## src/rtl/divisor_frequencia.sv

```systemverilog
// divisor_frequencia
// Multi-channel programmable clock divider. Each channel counts enabled
// clk edges modulo its own divisor D and produces a one-cycle tick at every
// wrap (pulso) and a wave that is high for the upper half of the period (onda).
// Divisor writes to a running channel go to a shadow register and are only
// adopted at the next wrap, so a period is never cut short or stretched.
//
// Ports
//   clk       system clock, rising edge
//   rst_n     asynchronous active-low reset
//   habilita  per-channel enable; 0 parks the channel at c=0 with outputs low
//   carga     one-cycle strobe writing valor into channel sel
//   sel       target channel for carga; values >= CANAIS are ignored
//   valor     new divisor (0 and 1 are stored as 2)
//   pulso     per-channel tick, high in the c=0 cycle that follows a wrap
//   onda      per-channel wave, high while c >= floor(D/2)
//   pendente  per-channel flag: a shadow divisor is waiting for the next wrap

module divisor_frequencia #(
    parameter int                 CANAIS     = 2,
    parameter int                 LARGURA    = 26,
    parameter logic [LARGURA-1:0] DIV_PADRAO = 26'd50000000
) (
    input  logic                                      clk,
    input  logic                                      rst_n,
    input  logic [CANAIS-1:0]                         habilita,
    input  logic                                      carga,
    input  logic [$clog2(CANAIS > 1 ? CANAIS : 2)-1:0] sel,
    input  logic [LARGURA-1:0]                        valor,
    output logic [CANAIS-1:0]                         pulso,
    output logic [CANAIS-1:0]                         onda,
    output logic [CANAIS-1:0]                         pendente
);

    localparam int SEL_W = $clog2(CANAIS > 1 ? CANAIS : 2);

    logic [LARGURA-1:0] valor_clamp;

    assign valor_clamp = (valor < LARGURA'(2)) ? LARGURA'(2) : valor;

    for (genvar i = 0; i < CANAIS; i++) begin : g_canal
        logic [LARGURA-1:0] c;
        logic [LARGURA-1:0] d;
        logic [LARGURA-1:0] dp;
        logic               pend_r;
        logic               pulso_r;
        logic               onda_r;

        logic [LARGURA-1:0] c_n;
        logic [LARGURA-1:0] d_n;
        logic [LARGURA-1:0] dp_n;
        logic               pend_n;
        logic               pulso_n;
        logic               onda_n;
        logic               wrap;
        logic               load;

        // An out-of-range sel never equals any channel index, so such loads
        // simply land nowhere.
        assign load = carga && (sel == SEL_W'(i));
        assign wrap = (c == d - LARGURA'(1));

        always_comb begin
            c_n     = c;
            d_n     = d;
            dp_n    = dp;
            pend_n  = pend_r;
            pulso_n = 1'b0;
            onda_n  = 1'b0;
            if (habilita[i]) begin
                pulso_n = wrap;
                if (wrap) begin
                    c_n = '0;
                    if (pend_r) begin
                        d_n    = dp;
                        pend_n = 1'b0;
                    end
                end else begin
                    c_n = c + LARGURA'(1);
                end
                // A load on the wrap edge must not be consumed by that wrap:
                // it overrides the flag clear and waits for the next one.
                if (load) begin
                    dp_n   = valor_clamp;
                    pend_n = 1'b1;
                end
                // Decode from the next-state counter and divisor so the
                // registered outputs line up with c in the same cycle.
                onda_n = (c_n >= (d_n >> 1));
            end else begin
                c_n = '0;
                if (load) begin
                    d_n    = valor_clamp;
                    dp_n   = valor_clamp;
                    pend_n = 1'b0;
                end
            end
        end

        always_ff @(posedge clk or negedge rst_n) begin
            if (!rst_n) begin
                c       <= '0;
                d       <= DIV_PADRAO;
                dp      <= DIV_PADRAO;
                pend_r  <= 1'b0;
                pulso_r <= 1'b0;
                onda_r  <= 1'b0;
            end else begin
                c       <= c_n;
                d       <= d_n;
                dp      <= dp_n;
                pend_r  <= pend_n;
                pulso_r <= pulso_n;
                onda_r  <= onda_n;
            end
        end

        assign pulso[i]    = pulso_r;
        assign onda[i]     = onda_r;
        assign pendente[i] = pend_r;
    end

endmodule
```

## config.mk

```make
export PLATFORM = sky130hd
export DESIGN_NAME = divisor_frequencia
export DESIGN_NICKNAME = d
export VERILOG_FILES = /design/src/rtl/divisor_frequencia.sv
export SDC_FILE = /design/constraint.sdc
export NUM_CORES = 1
export LEC_CHECK = 0
export BUFFER_PORTS_ARGS = -buffer_cell sky130_fd_sc_hd__buf_2
export CAP_MARGIN = 20
export CELL_PAD_IN_SITES_DETAIL_PLACEMENT = 2
export CELL_PAD_IN_SITES_GLOBAL_PLACEMENT = 2
export CORE_ASPECT_RATIO = 1.4
export CORE_MARGIN = 10
export CORE_UTILIZATION = 36
export CTS_CLUSTER_SIZE = 10
export DETAILED_ROUTE_END_ITERATION = 7
export PLACE_DENSITY_LB_ADDON = 0.1
export SETUP_SLACK_MARGIN = 0.15
export SLEW_MARGIN = 20
export SYNTH_ARGS = -nofsm -noshare
export SYNTH_HDL_FRONTEND = slang
export SYNTH_SLANG_ARGS = --single-unit
```

## constraint.sdc

```tcl
create_clock -name clk -period 5.1 [get_ports clk]
set_input_delay 0.765 -clock clk [delete_from_list [all_inputs] [get_ports clk]]
set_output_delay 0.765 -clock clk [all_outputs]
set_load 0.05 [all_outputs]
```

* After elaboration in Yosys (flattened, before gate mapping)
Index checks and enable logic that the tools add are counted.
Cells by class: muxes and demuxes 29, equality and inequality tests 6, bitwise operators 1, reduce and logical (&&, ||, !) cells 10, magnitude comparators 3, $add $sub $neg 4
Operator list (number):
- $mux 26 | 17
- $add 26x1->26 const B | 2
- $eq 26x26->1 | 2
- $ge 26x25->1 | 2
- $sub 26x1->26 const B | 2
- $lt 26x2->1 const B | 1
- $mux 1 | 12
- $ne 2x1->1 const B | 4
- $reduce_bool 2->1 | 4
- $reduce_and 3->1 | 2
- $reduce_and 2->1 | 2
- $logic_and 1x1->1 | 2
- $not 1->1 | 1
Word-level totals: logic and storage cells 67, output and inout bits 6, input port bits 32, flip-flop bits (word level) 162

* Logic depth before layout (Yosys ltp)
depth in word-level cells 6, gate-level depth with buffers 21, depth with buffers taken out 19

* Worst setup path after synthesis
No wires, ideal clock.
kind register -> register, start point register g_canal[1].d[0], end point register g_canal[1].onda_r, period minus slack after synthesis 4.907 ns, path buffers 3, setup slack 0.193 ns, library setup time 0.082 ns, stages on the path, launching flop included 22, arrival time 4.824 ns, data required time 5.018 ns, cells stage by stage dfrtp_1 -> inv_1 -> ha_1 -> or4b_1 -> or4_1 -> buf_2 -> o31a_1 -> a211oi_1 -> nand4b_1 -> or4b_1 -> buf_6 -> buf_6 -> mux2_1 -> ha_1 -> nand2b_1 -> a31oi_1 -> o21ai_0 -> o2111ai_1 -> a211o_1 -> a21oi_1 -> o2111ai_1 -> a31oi_1
Between the ends: word-level cells in the longest chain between the ends 6, elaborated cells between the ends (all ways) 8, classes of those cells 1 x add/sub; 1 x order compare; 1 x eq/ne; 5 x mux
Ends and longest elaborated chain:
- from (decl) | RTL line 43 | logic [LARGURA-1:0] d;
- from (signal assigned) | RTL line 110 | d <= d_n;
- $sub 26x1->26 * | RTL line 61 | assign wrap = (c == d - LARGURA'(1));
- $eq 26x26->1 * | RTL line 61
- $mux 26 | RTL line 72 | if (wrap) begin
- $mux 26 | RTL line 70 | if (habilita[i]) begin
- $ge 26x25->1 * | RTL line 89 | onda_n = (c_n >= (d_n >> 1));
- $mux 1 * | RTL line 70
- named net g_canal[1].onda_n | RTL line 54 | logic onda_n;
- to (signal assigned) | RTL line 114 | onda_r <= onda_n;
- to (decl) | RTL line 47 | logic onda_r;
Mark *: on every way through the listed nets, which the timed path passes. The rest lies on a longest branch. The select of a mux whose other input is x is not followed. A chain may end at the register's enable or synchronous reset.

* Worst setup path after layout
start point register g_canal[1].d[1], end point register g_canal[1].onda_r
Between the ends: word-level cells in the longest chain between the ends 6, elaborated cells between the ends (all ways) 9, classes of those cells 1 x add/sub; 1 x order compare; 1 x eq/ne; 6 x mux
Ends and longest elaborated chain (RTL line):
- $sub 26x1->26 | 61
- $eq 26x26->1 | 61
- $mux 26 | 72
- $mux 26 | 70
- $ge 26x25->1 * | 89
- $mux 1 * | 70
- named net g_canal[1].onda_n | 54
Marked as above.

==> flow_summary.ini <==
[clock_tree]
path_clk_slew_ns = 0.07
htree_levels = 4
cts-hold-fix-buffers = 0
worstSkewPairLatency_ns = 0.45
root_buffer = clkbuf_16
clock_path_buffers = 2
cts_tree = done
cts_buffers = 17
cts_num_sinks = 162

[floorplan]
die_y_um = 229
die_w_um = 169
fp.dieArea_um2 = 38800
initial_core_util_pct = 36.5
core_area_um2 = 30800
rows = 76
io_pins = 38

[route]
route.detailed.drc = 0
viasPerCell = 5.79
drt_iter0_markers = 524
routed_wl_um = 40100
first_pass_iters = 4
antenna_left = 0
num_vias = 10000
wl_per_cell_um = 23.2

[timing]
tns_ns = -0.00468
period_minus_slack_ns = 5.10
max_slew_margin_pct = 36.6
timing.final.crit_share_pct = 100
rsz0062_at_grt = yes
fin_ws_ns = -0.00468
worstMarginPinSlew_ns = 0.947
setup_viol = 1
skew_ns = 0.00932
slew_violations = 0
finalHoldViolCount = 0
max_freq_ghz = 0.196

[synth]
synth_top_cell_by_area = dfrtp_1
ys_async_sr_fraction_pct = 100
synthTopCellsByCount = nor2_1 (119), nand2_1 (118), dfrtp_1 (114), clkbuf_1 (75), xor2_1 (56)
syn_inst = 1262
synthTopCellsByArea = dfrtp_1 (25%), dfstp_2 (11%), ha_1 (6.0%)
ys_seq_area_share_pct = 36.5
synth_enable_flop_cells = 0
synth_cell_types = 76
ys_warn_count = 0
synth_fp_nets = 1348
synth.most_common_cell = nor2_1
synth_top_area_share_pct = 25.3
syn-cell-area_um2 = 11300
avgSynthCellArea_um2 = 8.92
synth-main-ff-cell = dfrtp_1
synth.ff_latch_count = 162

[global_routing]
grt_pass1_wl_um = 64400
antenna_found_initial = 0
grt_util_all_layers_pct = 20.8
grt_pass1_vias = 11200
grt_overflow = 0
grt_max_degree = 86

[worst_setup_path]
ff2ff_path_depth = 22
arrival_ns = 5.42
critPathLaunchType = flip-flop
cp-end-kind = flip-flop
crit-reg2reg-launch = g_canal[1].d[1]$_DFFE_PN0P_
r2r_setup_slack_ns = -0.005
cp_max_fo = 8
r2r-end = g_canal[1].onda_r$_DFF_PN0_
crit_start = g_canal[1].d[1]$_DFFE_PN0P_
crit_type = reg2reg
worst_ep_required_time_ns = 5.41
endpoint = g_canal[1].onda_r$_DFF_PN0_

[job]
maxCapViolations = 0

[final_layout]
final_area_um2 = 13200
nNetsFinal = 1412
drive_above_1_share_pct = 22.7
area_growth_pct = 17.0
fillers = 3424
n_antenna_cell = 0
layoutNonFillerInstCount = 1729

[status]
status = finished with violations
violations = negative setup slack

[power_and_ir_drop]
power.leakage_nw = 5.88
power.density_nw_per_um2 = 292
ir_worst_vdd_uv = 229

[place]
placement.io_buffers = 37
place_area_um2 = 12300
placedCellCount = 1688
dp_slack_ns = -0.371
dp_hpwl_um = 30500
gp_congestion = 0.860

[worst_hold_path]
hold_path_class = in2async
[cells by family (layout without fill, tap and decap cells)]
kind of cell             count (synthesis)  after routing  share of synthesized area (%)
AO/OA/AOI/OAI                          240            240                           15.7
multiplexers                            53             53                           4.81
adder cells (fa/ha/maj)                 54             54                           6.00
AND/OR/NAND/NOR                        527            527                           24.0
buffers and inverters                  116            193                           4.38
XOR/XNOR                               110            110                           8.56
flip-flops                             162            162                           36.5
[worst min-delay path by stage]
stage / start / to / cells past startpoint
global route: rst_n / g_canal[0].d[6]$_DFFE_PN0P_ / 1
global placement: g_canal[0].dp[14]$_DFFE_PN1P_ / g_canal[0].dp[14]$_DFFE_PN1P_ / 2
CTS: rst_n / g_canal[0].d[5]$_DFFE_PN0P_ / 1
floorplan: g_canal[0].dp[2]$_DFFE_PN0P_ / g_canal[0].dp[2]$_DFFE_PN0P_ / 2
finish: rst_n / g_canal[0].d[5]$_DFFE_PN0P_ / 1
detailed placement: g_canal[0].dp[23]$_DFFE_PN1P_ / g_canal[0].dp[23]$_DFFE_PN1P_ / 2
[sequential cells by signal, summed over array words and instances (netlist names)]
register	cells
g_canal.c	52
g_canal.d	52
g_canal.dp	52
g_canal.onda_r	2
g_canal.pend_r	2
g_canal.pulso_r	2
[layer usage]
metal	share of wire (%)	track usage [%]
met2	55	38.5
met3	1.2	2.21
met4	3.2	7.92
met1	41	23.6
met5	0	0
[layout make-up]
class	instances	area [µm²]	share of cell area, %
Sequential cell	162	4120	31.3
Clock buffer	20	489	3.71
Timing Repair Buffer	139	990	7.51
Tap cell	390	488	3.70
Clock inverter	12	141	1.07
Inverter	22	82.6	0.627
Multi-Input combinational cell	984	6860	52.1
[report_power, final]
| part | switching, W | internal, W |
|---|---|---|
| clock network | 0.000587 | 0.000801 |
| logic | 0.000494 | 0.000349 |
| registers | 0.000162 | 0.00145 |
| total | 0.00124 | 0.00260 |
[per-stage QoR]
| stage | hold WS, ns | total power, W | util, % |
|---|---|---|---|
| 2_1_floorplan | 0.446 | 0.00209 | - |
| 3_3_place_gp | 0.458 | 0.00240 | 39.8 |
| 3_5_place_dp | 0.464 | 0.00244 | 39.8 |
| 4_1_cts | 0.414 | 0.00388 | 42.1 |
| 5_1_grt | 0.449 | 0.00405 | 42.8 |
| 6_report | 0.386 | 0.00385 | 42.8 |
[what timing repair did]
item | CTS | global route
endpoints found under the hold margin | 0 | 0
resized for setup | 18 | 29
endpoints found under the setup margin | 2 | 2
pin swaps | 4 | 14
cloned | 0 | 0
buffers inserted | 1 | 8
[cells in the final DEF (no fill, tap or decap), types with 8 or more instances in the layout]
cell         n
or4_1       10
buf_4       98
xor2_1      56
o221a_2     24
ha_1        53
xnor2_1     54
o21ai_0     28
inv_1       20
dfrtp_1    110
mux2i_1     46
nor2_1     118
nor4_1      24
nand2_1    117
clkbuf_16   19
or3_1       30
and3_1      39
nand3_1     35
nand2b_1    11
a21oi_1     43
a21o_1      35
nor2b_1     11
nor4_2       8
o211ai_1     8
nand4_1     25
buf_2       36
dfstp_2     48
or2_2       11
a211oi_1    32
nor3_1      44
[critical path, stage by stage (launching register included)]
cell and delay, ns:
dfrtp_1 0.40, inv_2 0.07, ha_2 0.18, or4b_4 0.48, buf_4 0.18, or2_2 0.28, or4_1 0.50, nand2_1 0.09
nand4b_1 0.10, or4b_4 0.53, buf_6 0.16, buf_4 0.16, mux2i_2 0.23, ha_1 0.28, a21o_1 0.18, a31oi_1 0.18
o21ai_2 0.12, o2111ai_2 0.20, buf_4 0.13, a211o_1 0.13, a21oi_2 0.06, o2111ai_1 0.20, a31oi_1 0.11
Power figures use the tool's default switching activity.
